$ cat config.mk
export PLATFORM = sky130hd
export DESIGN_NAME = rr_ctz_arbiter_flat
export DESIGN_NICKNAME = d
export VERILOG_FILES = /design/src/rtl/rr_ctz_arbiter_pkg.sv /design/src/rtl/rr_ctz_arbiter_if.sv /design/src/rtl/rr_ctz_arbiter_ctz.sv /design/src/rtl/rr_ctz_arbiter.sv /design/src/flat_wrapper.sv
export SDC_FILE = /design/constraint.sdc
export NUM_CORES = 1
export LEC_CHECK = 0
export ABC_AREA = 1
export CAP_MARGIN = 0
export CORE_MARGIN = 3
export CORE_UTILIZATION = 40
export DETAILED_ROUTE_END_ITERATION = 8
export HOLD_SLACK_MARGIN = 0.02
export PLACE_DENSITY = 0.7
export REMOVE_ABC_BUFFERS = 1
export SLEW_MARGIN = 20
export SYNTH_ARGS = -nofsm -noshare
export SYNTH_HDL_FRONTEND = slang
export SYNTH_SLANG_ARGS = --single-unit
$ cat constraint.sdc
create_clock -name clk -period 1.1 [get_ports clk]
set_input_delay 0.165 -clock clk [delete_from_list [all_inputs] [get_ports clk]]
set_output_delay 0.165 -clock clk [all_outputs]
set_load 0.05 [all_outputs]
$ cat src/rtl/rr_ctz_arbiter_pkg.sv
// Shared types and elaboration helpers for the round-robin CTZ arbiter.
package rr_ctz_arbiter_pkg;

    typedef enum logic {
        ARB_IDLE  = 1'b0,
        ARB_GRANT = 1'b1
    } arb_state_t;

    // Hold counter must reach TIMEOUT-1; keep at least one bit when TIMEOUT is 0.
    function automatic int cnt_width(input int t);
        return (t < 1) ? 1 : $clog2(t + 1);
    endfunction

endpackage

$ cat src/rtl/rr_ctz_arbiter_if.sv
// Requester-side bus of the arbiter: request/release in, grant status out.
interface rr_ctz_arbiter_if #(
    parameter int N = 4
);
    localparam int IDW = $clog2(N);

    logic [N-1:0]   req;
    logic           rel;
    logic [N-1:0]   gnt;
    logic           gnt_valid;
    logic [IDW-1:0] gnt_id;
    logic           timeout;

    modport master (
        output req,
        output rel,
        input  gnt,
        input  gnt_valid,
        input  gnt_id,
        input  timeout
    );

    modport slave (
        input  req,
        input  rel,
        output gnt,
        output gnt_valid,
        output gnt_id,
        output timeout
    );

endinterface

$ cat src/rtl/rr_ctz_arbiter_ctz.sv
// Combinational trailing-zero count; an all-zero input yields W (no winner).
module ctz_core #(
    parameter int W = 4
) (
    input  logic [W-1:0]        i_vec,
    output logic [$clog2(W):0]  o_cnt
);
    localparam int OW = $clog2(W) + 1;

    // Scan from the top so the lowest set bit is the last one written.
    always_comb begin
        o_cnt = OW'(W);
        for (int i = W - 1; i >= 0; i--) begin
            if (i_vec[i]) begin
                o_cnt = OW'(i);
            end
        end
    end

endmodule

$ cat src/rtl/rr_ctz_arbiter.sv
// Round-robin arbiter: grant held until release or hold timeout, winner picked
// by trailing-zero count of requests strictly above the last grantee.
module rr_ctz_arbiter
    import rr_ctz_arbiter_pkg::*;
#(
    parameter int N       = 4,
    parameter int TIMEOUT = 0
) (
    input  logic            clk,
    input  logic            resetn,
    rr_ctz_arbiter_if.slave bus
);
    localparam int IDW = $clog2(N);
    localparam int CTW = IDW + 1;
    localparam int HCW = cnt_width(TIMEOUT);
    localparam logic [CTW-1:0] NO_WIN = CTW'(N);

    arb_state_t     r_state;
    logic [IDW-1:0] r_ptr;
    logic [HCW-1:0] r_hold_cnt;
    logic [N-1:0]   r_gnt;
    logic [IDW-1:0] r_gnt_id;
    logic           r_timeout;

    arb_state_t     w_state_next;
    logic [IDW-1:0] w_ptr_next;
    logic [HCW-1:0] w_hold_next;
    logic [N-1:0]   w_gnt_next;
    logic [IDW-1:0] w_gnt_id_next;
    logic           w_timeout_next;

    logic [IDW-1:0] w_base;
    logic [N-1:0]   w_above;
    logic [N-1:0]   w_masked;
    logic [CTW-1:0] w_masked_cnt;
    logic [CTW-1:0] w_raw_cnt;
    logic           w_any_req;
    logic [IDW-1:0] w_win_id;
    logic [N-1:0]   w_win_onehot;
    logic           w_expire;
    logic           w_release;

    // While granting, the pointer is about to become the current holder.
    assign w_base = (r_state == ARB_GRANT) ? r_gnt_id : r_ptr;

    genvar gi;
    generate
        for (gi = 0; gi < N; gi++) begin : g_mask
            assign w_above[gi]      = (IDW'(gi) > w_base);
            assign w_win_onehot[gi] = w_any_req && (w_win_id == IDW'(gi));
        end
    endgenerate

    assign w_masked = bus.req & w_above;

    ctz_core #(.W(N)) u_ctz_masked (
        .i_vec (w_masked),
        .o_cnt (w_masked_cnt)
    );

    ctz_core #(.W(N)) u_ctz_raw (
        .i_vec (bus.req),
        .o_cnt (w_raw_cnt)
    );

    assign w_any_req = (w_raw_cnt != NO_WIN);
    assign w_win_id  = (w_masked_cnt != NO_WIN) ? w_masked_cnt[IDW-1:0]
                                                : w_raw_cnt[IDW-1:0];

    generate
        if (TIMEOUT != 0) begin : g_timeout
            assign w_expire = (r_state == ARB_GRANT) &&
                              (r_hold_cnt == HCW'(TIMEOUT - 1));
        end else begin : g_no_timeout
            assign w_expire = 1'b0;
        end
    endgenerate

    assign w_release = (r_state == ARB_GRANT) && (bus.rel || w_expire);

    always_comb begin
        w_state_next   = r_state;
        w_ptr_next     = r_ptr;
        w_hold_next    = r_hold_cnt;
        w_gnt_next     = r_gnt;
        w_gnt_id_next  = r_gnt_id;
        w_timeout_next = 1'b0;
        case (r_state)
            ARB_IDLE: begin
                if (w_any_req) begin
                    w_state_next  = ARB_GRANT;
                    w_gnt_next    = w_win_onehot;
                    w_gnt_id_next = w_win_id;
                    w_hold_next   = '0;
                end
            end
            ARB_GRANT: begin
                if (TIMEOUT != 0) begin
                    w_hold_next = r_hold_cnt + 1'b1;
                end
                if (w_release) begin
                    w_ptr_next     = r_gnt_id;
                    w_hold_next    = '0;
                    // An explicit release in the expiry cycle is not a forced one.
                    w_timeout_next = w_expire && !bus.rel;
                    if (w_any_req) begin
                        w_gnt_next    = w_win_onehot;
                        w_gnt_id_next = w_win_id;
                    end else begin
                        w_state_next  = ARB_IDLE;
                        w_gnt_next    = '0;
                        w_gnt_id_next = '0;
                    end
                end
            end
            default: begin
                w_state_next  = ARB_IDLE;
                w_gnt_next    = '0;
                w_gnt_id_next = '0;
            end
        endcase
    end

    always_ff @(posedge clk or negedge resetn) begin
        if (!resetn) begin
            r_state    <= ARB_IDLE;
            r_ptr      <= IDW'(N - 1);
            r_hold_cnt <= '0;
            r_gnt      <= '0;
            r_gnt_id   <= '0;
            r_timeout  <= 1'b0;
        end else begin
            r_state    <= w_state_next;
            r_ptr      <= w_ptr_next;
            r_hold_cnt <= w_hold_next;
            r_gnt      <= w_gnt_next;
            r_gnt_id   <= w_gnt_id_next;
            r_timeout  <= w_timeout_next;
        end
    end

    assign bus.gnt       = r_gnt;
    assign bus.gnt_valid = |r_gnt;
    assign bus.gnt_id    = r_gnt_id;
    assign bus.timeout   = r_timeout;

endmodule

$ cat src/flat_wrapper.sv
// flat-port wrapper written by rule: the top's interface ports become plain ports
module rr_ctz_arbiter_flat import rr_ctz_arbiter_pkg::*;
#(
    parameter int N       = 4,
    parameter int TIMEOUT = 0
)
  (clk, resetn, bus_req, bus_rel, bus_gnt, bus_gnt_valid, bus_gnt_id, bus_timeout);
  rr_ctz_arbiter_if #(.N(N)) bus_i ();
  input  logic clk;
  input  logic resetn;
  input wire logic [$bits(bus_i.req)-1:0] bus_req;
  input wire logic [$bits(bus_i.rel)-1:0] bus_rel;
  output wire logic [$bits(bus_i.gnt)-1:0] bus_gnt;
  output wire logic [$bits(bus_i.gnt_valid)-1:0] bus_gnt_valid;
  output wire logic [$bits(bus_i.gnt_id)-1:0] bus_gnt_id;
  output wire logic [$bits(bus_i.timeout)-1:0] bus_timeout;
  assign bus_i.req = bus_req;
  assign bus_i.rel = bus_rel;
  assign bus_gnt = bus_i.gnt;
  assign bus_gnt_valid = bus_i.gnt_valid;
  assign bus_gnt_id = bus_i.gnt_id;
  assign bus_timeout = bus_i.timeout;
  rr_ctz_arbiter #(.N(N), .TIMEOUT(TIMEOUT)) u_core (.clk(clk), .resetn(resetn), .bus(bus_i));
endmodule
==> After elaboration in Yosys (flattened, before gate mapping) <==
Cells that the tools add are included.
{ "word_totals": {"reg_bits": 9, "output_inout_bits": 8} }
{ "classes": {"reduce_logical": 9, "n_bitwise": 2, "mux": 21, "magnitude_cmp": 4, "eq_ne": 7} }
{ "op_table": {"columns": ["op", "n"], "rows": [
  ["3-bit two-way mux", 8],
  ["4-bit two-way mux", 3],
  ["2-bit two-way mux", 5],
  ["4-bit case mux with 2 select lines", 1],
  ["3-bit != test (second input constant)", 2],
  ["1-bit logical AND", 5],
  ["4-bit AND", 1],
  ["2-bit equality test (second input constant)", 2],
  ["1-bit by 2-bit > comparator with 1-bit output (first input constant)", 2],
  ["2-bit > comparator (first input constant)", 2],
  ["2-bit case mux with 2 select lines", 1],
  ["2-bit AND reduction", 2],
  ["4-bit OR reduction", 1],
  ["2-bit by 1-bit equality test with 1-bit output (second input constant)", 1],
  ["2-bit zero test", 1],
  ["1-bit two-way mux", 2],
  ["2-bit by 1-bit != test with 1-bit output (second input constant)", 1],
  ["2-bit != test (second input constant)", 1],
  ["1-bit case mux with 2 select lines", 1],
  ["1-bit inverter", 1]
]} }

==> Depth between registers and ports, before layout <==
Gate-level depths: netlist of run 1.
{ "logic_depth": {"word_depth": 14, "ltp_mapped": 10, "mapped_depth_nobuf": 10} }

==> By module <==
From an unflattened synthesis of run 1, not the netlist that was laid out.
{ "unflattened": {"cells_unflattened": 80, "area_unflattened_um2": 574.3} }
{ "modules_own_cells": {"columns": ["module", "seq_area_each_um2", "area_per_inst_um2", "instances", "cells_per_inst"], "rows": [
  ["rr_ctz_arbiter", 227.7, 504.2, 1, 64],
  ["ctz_core", 0.0, 35.0, 2, 8]
]} }

==> Least setup slack after synthesis of run 1 <==
Ideal clock, no wire load.
{ "synth_timing": {"path_type": "flip-flop to output port", "start": "register u_core.r_gnt[1] (netlist: u_core.bus.gnt[1])", "end": "output port bus_gnt_valid", "path_slack_ns": -0.450, "arrival_ns": 1.385, "path_stages_with_launch": 2, "t_required_ns": 0.935, "path_cell_list": "dfrtp_1 or4_1"} }
{ "synth_via": {"elab_chain_len": 1} }
{ "synth_rtl": {"columns": ["element", "line_no", "rtl"], "rows": [
  ["start: declaration", "rr_ctz_arbiter.sv:21", "logic [N-1:0] r_gnt;"],
  ["start signal: assignment", "rr_ctz_arbiter.sv:136", "r_gnt <= w_gnt_next;"],
  ["4-bit OR reduction", "rr_ctz_arbiter.sv:143", "assign bus.gnt_valid = |r_gnt;"],
  ["end: declaration", "flat_wrapper.sv:14", "output wire logic [$bits(bus_i.gnt_valid)-1:0] bus_gnt_valid;"]
]} }
No other way between the ends.

==> Worst setup path after layout of run 1 <==
{ "layout_timing": {"start": "register u_core.r_gnt[0] (netlist: u_core.bus.gnt[0])", "end": "output port bus_gnt_valid"} }
Same word-level chain as after synthesis.

==> out/qor.yml, run 1 <==
status: "complete, but fails checks"
violations: "setup timing"
crit_buf_inv: 1
core_mm2: 0.00117
grt_pass1_vias: 595
area_growth_pct: 100
synth-seq-cells: 9
crit_family: "simple AND/OR/NAND/NOR gates"
grtUsageMet1_pct: 22.5
track_usage_pct: 18.4
drt_iter0_drc: 15
finalWorstSetupSlack_ns: -0.446
synth_warnings: 0
ir_worst_vdd_uv: 1330
crit_fanout: 2
worstSetupPathType: "flop to output pin"
cts_max_path_buffers: 2
dp_hpwl_um: 1060
die_h_um: 42.1
wirelength_um: 2040
clkSinkCount: 9
met2_usage_pct: 31.8
drt_pre_antenna_iters: 4
crit_chain: "or4_4, buf_8"
synthCells: 71
finalHoldViolations: 0
ys_top_cells_by_count: "nand2_1 (21), inv_1 (9), dfrtp_1 (7), nand2_2 (7), nor2_1 (6)"
fin_crit_sh_pct: 141
vias_per_cell: 5.44
slowest_stage: "or4_4"
setup_viol: 12
drc: 0
numCtsBuffers: 3
grtUsageMet3_pct: 3.00
startpoint_type: "flop"
leakage_nw: 0.530
die_area_mm2: 0.00177
power_w: 0.00174
finalMaxSlewViolations: 0
gp_congestion: 0.803
rsz0062_at_grt: "true"
finClkSkew_ns: 0.000289
fin_util_pct: 89.3
synth_area_um2: 522
cts-root-buf: "clkbuf_4"
netlist_top_cells_area: "dfrtp_1 (34%), nand2_1 (15%), dfstp_2 (10%)"
period_needed_ns: 1.55
ys_seq_area_share_pct: 43.6
power_density_mw_per_mm2: 1660
grt_busiest_layer: "met2"
grt_first_pass_wirelength_um: 2530
htreeDepth: 1
crit_path_max_incr_delay_ns: 0.54
wl_per_cell_um: 17.0
grt_max_degree: 10
initial_core_util_pct: 44.6
io_buffers: 13
diodes: 0
crit_required_ns: 0.94
path_clk_slew_ns: 0.06
arrival_ns: 1.38
grt_overflow: 0
cts_tree: "built"
min_path_type: "input pin to async pin"
std_cell_rows: 12
ant_nets: 0
syn_avg_cell_area_um2: 7.35
antenna_found_initial: 0
hold_slack_ns: 0.214
clkLatencyLatePin_ns: 0.26
drive_gt1_share_pct: 62.3
yosysUniqueCellTypes: 17
fin_setup_tns_ns: -1.71
synth_edf_count: 0
synth_flop_cell: "dfrtp_1"
clock.fmax_mhz: 647
maxCapViolations: 0
crit_path_end_kind: "output pin"
die_w_um: 42.1
async_flop_share_pct: 100
io_pins: 15
yosys.area.top_type: "dfrtp_1"
nets: 114
synthMostInstantiatedCell: "nand2_1"
synth_top_area_share_pct: 33.6
vias: 653
logic make-up (layout without fill, tap and decap cells):
logic type,after synthesis,count (layout),synth area share [%]
and+or+nand+nor,43,43,38.4
buffers and inverters,11,46,8.63
DFF,9,9,43.6
other,1,1,0.719
AOI/OAI and AO/OA,6,6,6.47
muxes,1,1,2.16
metal layers:
layer	wire [um]	vias to the layer above	share of wire (%)
met5	0	-	0
met1	737	307	36
met4	96	0	4.7
met2	1050	40	52
met3	154	12	7.5
li1	-	294	-
power breakdown:
part / internal, W / leakage [nW] / switching, W
sequential: 0.000407 / 0.106 / 0.0000650
clock: 0.000140 / 0.0150 / 0.000113
combinational: 0.000462 / 0.409 / 0.000552
registers in the layout (all words and copies together), names as in the netlist:
| signal | cells |
|---|---|
| u_core.bus.gnt | 4 |
| u_core.bus.gnt_id | 2 |
| u_core.r_state | 1 |
| u_core.r_ptr | 2 |
cells in the final DEF (no fill, tap or decap):
cell	n
buf_4	15
nand2_1	12
nand2_4	10
nand2_2	6
buf_12	6
dfrtp_1	6
inv_1	5
clkdlybuf4s50_1	5
inv_2	4
buf_6	4
nor2_2	3
o21ai_0	3
nand3_2	3
clkbuf_4	3
o21ai_2	2
nand3_1	2
nand4_1	2
nor2_1	2
dfstp_2	2
or4_4	1
inv_4	1
nor2_4	1
o21ai_4	1
nand3_4	1
mux2_4	1
conb_1	1
clkbuf_1	1
dlygate4sd2_1	1
buf_8	1
dfrtp_2	1
path summary, 6_finish.rpt:
kind,start,slack (ns),cells after the start,end
worst max-delay path,u_core.bus.gnt[0]$_DFFE_PN0P_,-0.45,2,bus_gnt_valid
worst min-delay path,resetn,0.21,1,u_core.bus.gnt[0]$_DFFE_PN0P_
worst max register to register,u_core.r_state$_DFF_PN0_,-0.25,10,u_core.bus.gnt[3]$_DFFE_PN0P_
worst min register to register,u_core.r_ptr[0]$_DFFE_PN1P_,0.54,2,u_core.r_ptr[0]$_DFFE_PN1P_
max in group asynchronous,resetn,0.55,1,u_core.r_ptr[0]$_DFFE_PN1P_
min in group clk,u_core.r_ptr[0]$_DFFE_PN1P_,0.54,2,u_core.r_ptr[0]$_DFFE_PN1P_
per-stage QoR:
stage               std cells  instance area, um^2  setup WS, ns
floorplan                  70                  514        -0.450
global placement          114                  847        -0.347
detailed placement        114                  847        -0.394
CTS                       120                  922        -0.414
global route              120                 1050        -0.494
finish                    120                 1050        -0.446
timing repair:
action / in CTS / in global routing
gates resized for setup: 12 / 34
pin swaps: 8 / 11
setup endpoints to repair: 12 / 14
hold buffers: 0 / 0
endpoints found under the hold margin: 0 / 0
buffers inserted: 3 / 3
layout make-up:
| type | count | area (um^2) |
|---|---|---|
| clock buffers | 4 | 26.3 |
| fillers | 53 | 125 |
| inverters | 10 | 40.0 |
| multi-input cells | 51 | 382 |
| flip-flops and latches | 9 | 229 |
| well taps | 14 | 17.5 |
| repair buffers | 32 | 352 |
worst reg2reg max path, cell delays in order (launching register included):
cell and delay, ns:
dfrtp_2 0.48, inv_4 0.11, nand2_4 0.07, nand3_4 0.08
nand2_1 0.10, inv_2 0.07, nand2_2 0.06, nand2_4 0.09
inv_2 0.05, nand3_2 0.07, nand2_1 0.06
Note: power is estimated with default switching activity, not from simulation.
==> inputs of run 2 (changes only) <==
--- a/config.mk
+++ b/config.mk
@@ -6,7 +6,7 @@
 export NUM_CORES = 1
 export LEC_CHECK = 0
 export ABC_AREA = 1
-export CAP_MARGIN = 0
+export CAP_MARGIN = 30
 export CORE_MARGIN = 3
 export CORE_UTILIZATION = 40
 export DETAILED_ROUTE_END_ITERATION = 8
==> results of run 2 <==
Final layout, timing and power as in run 1 (identical DEF).
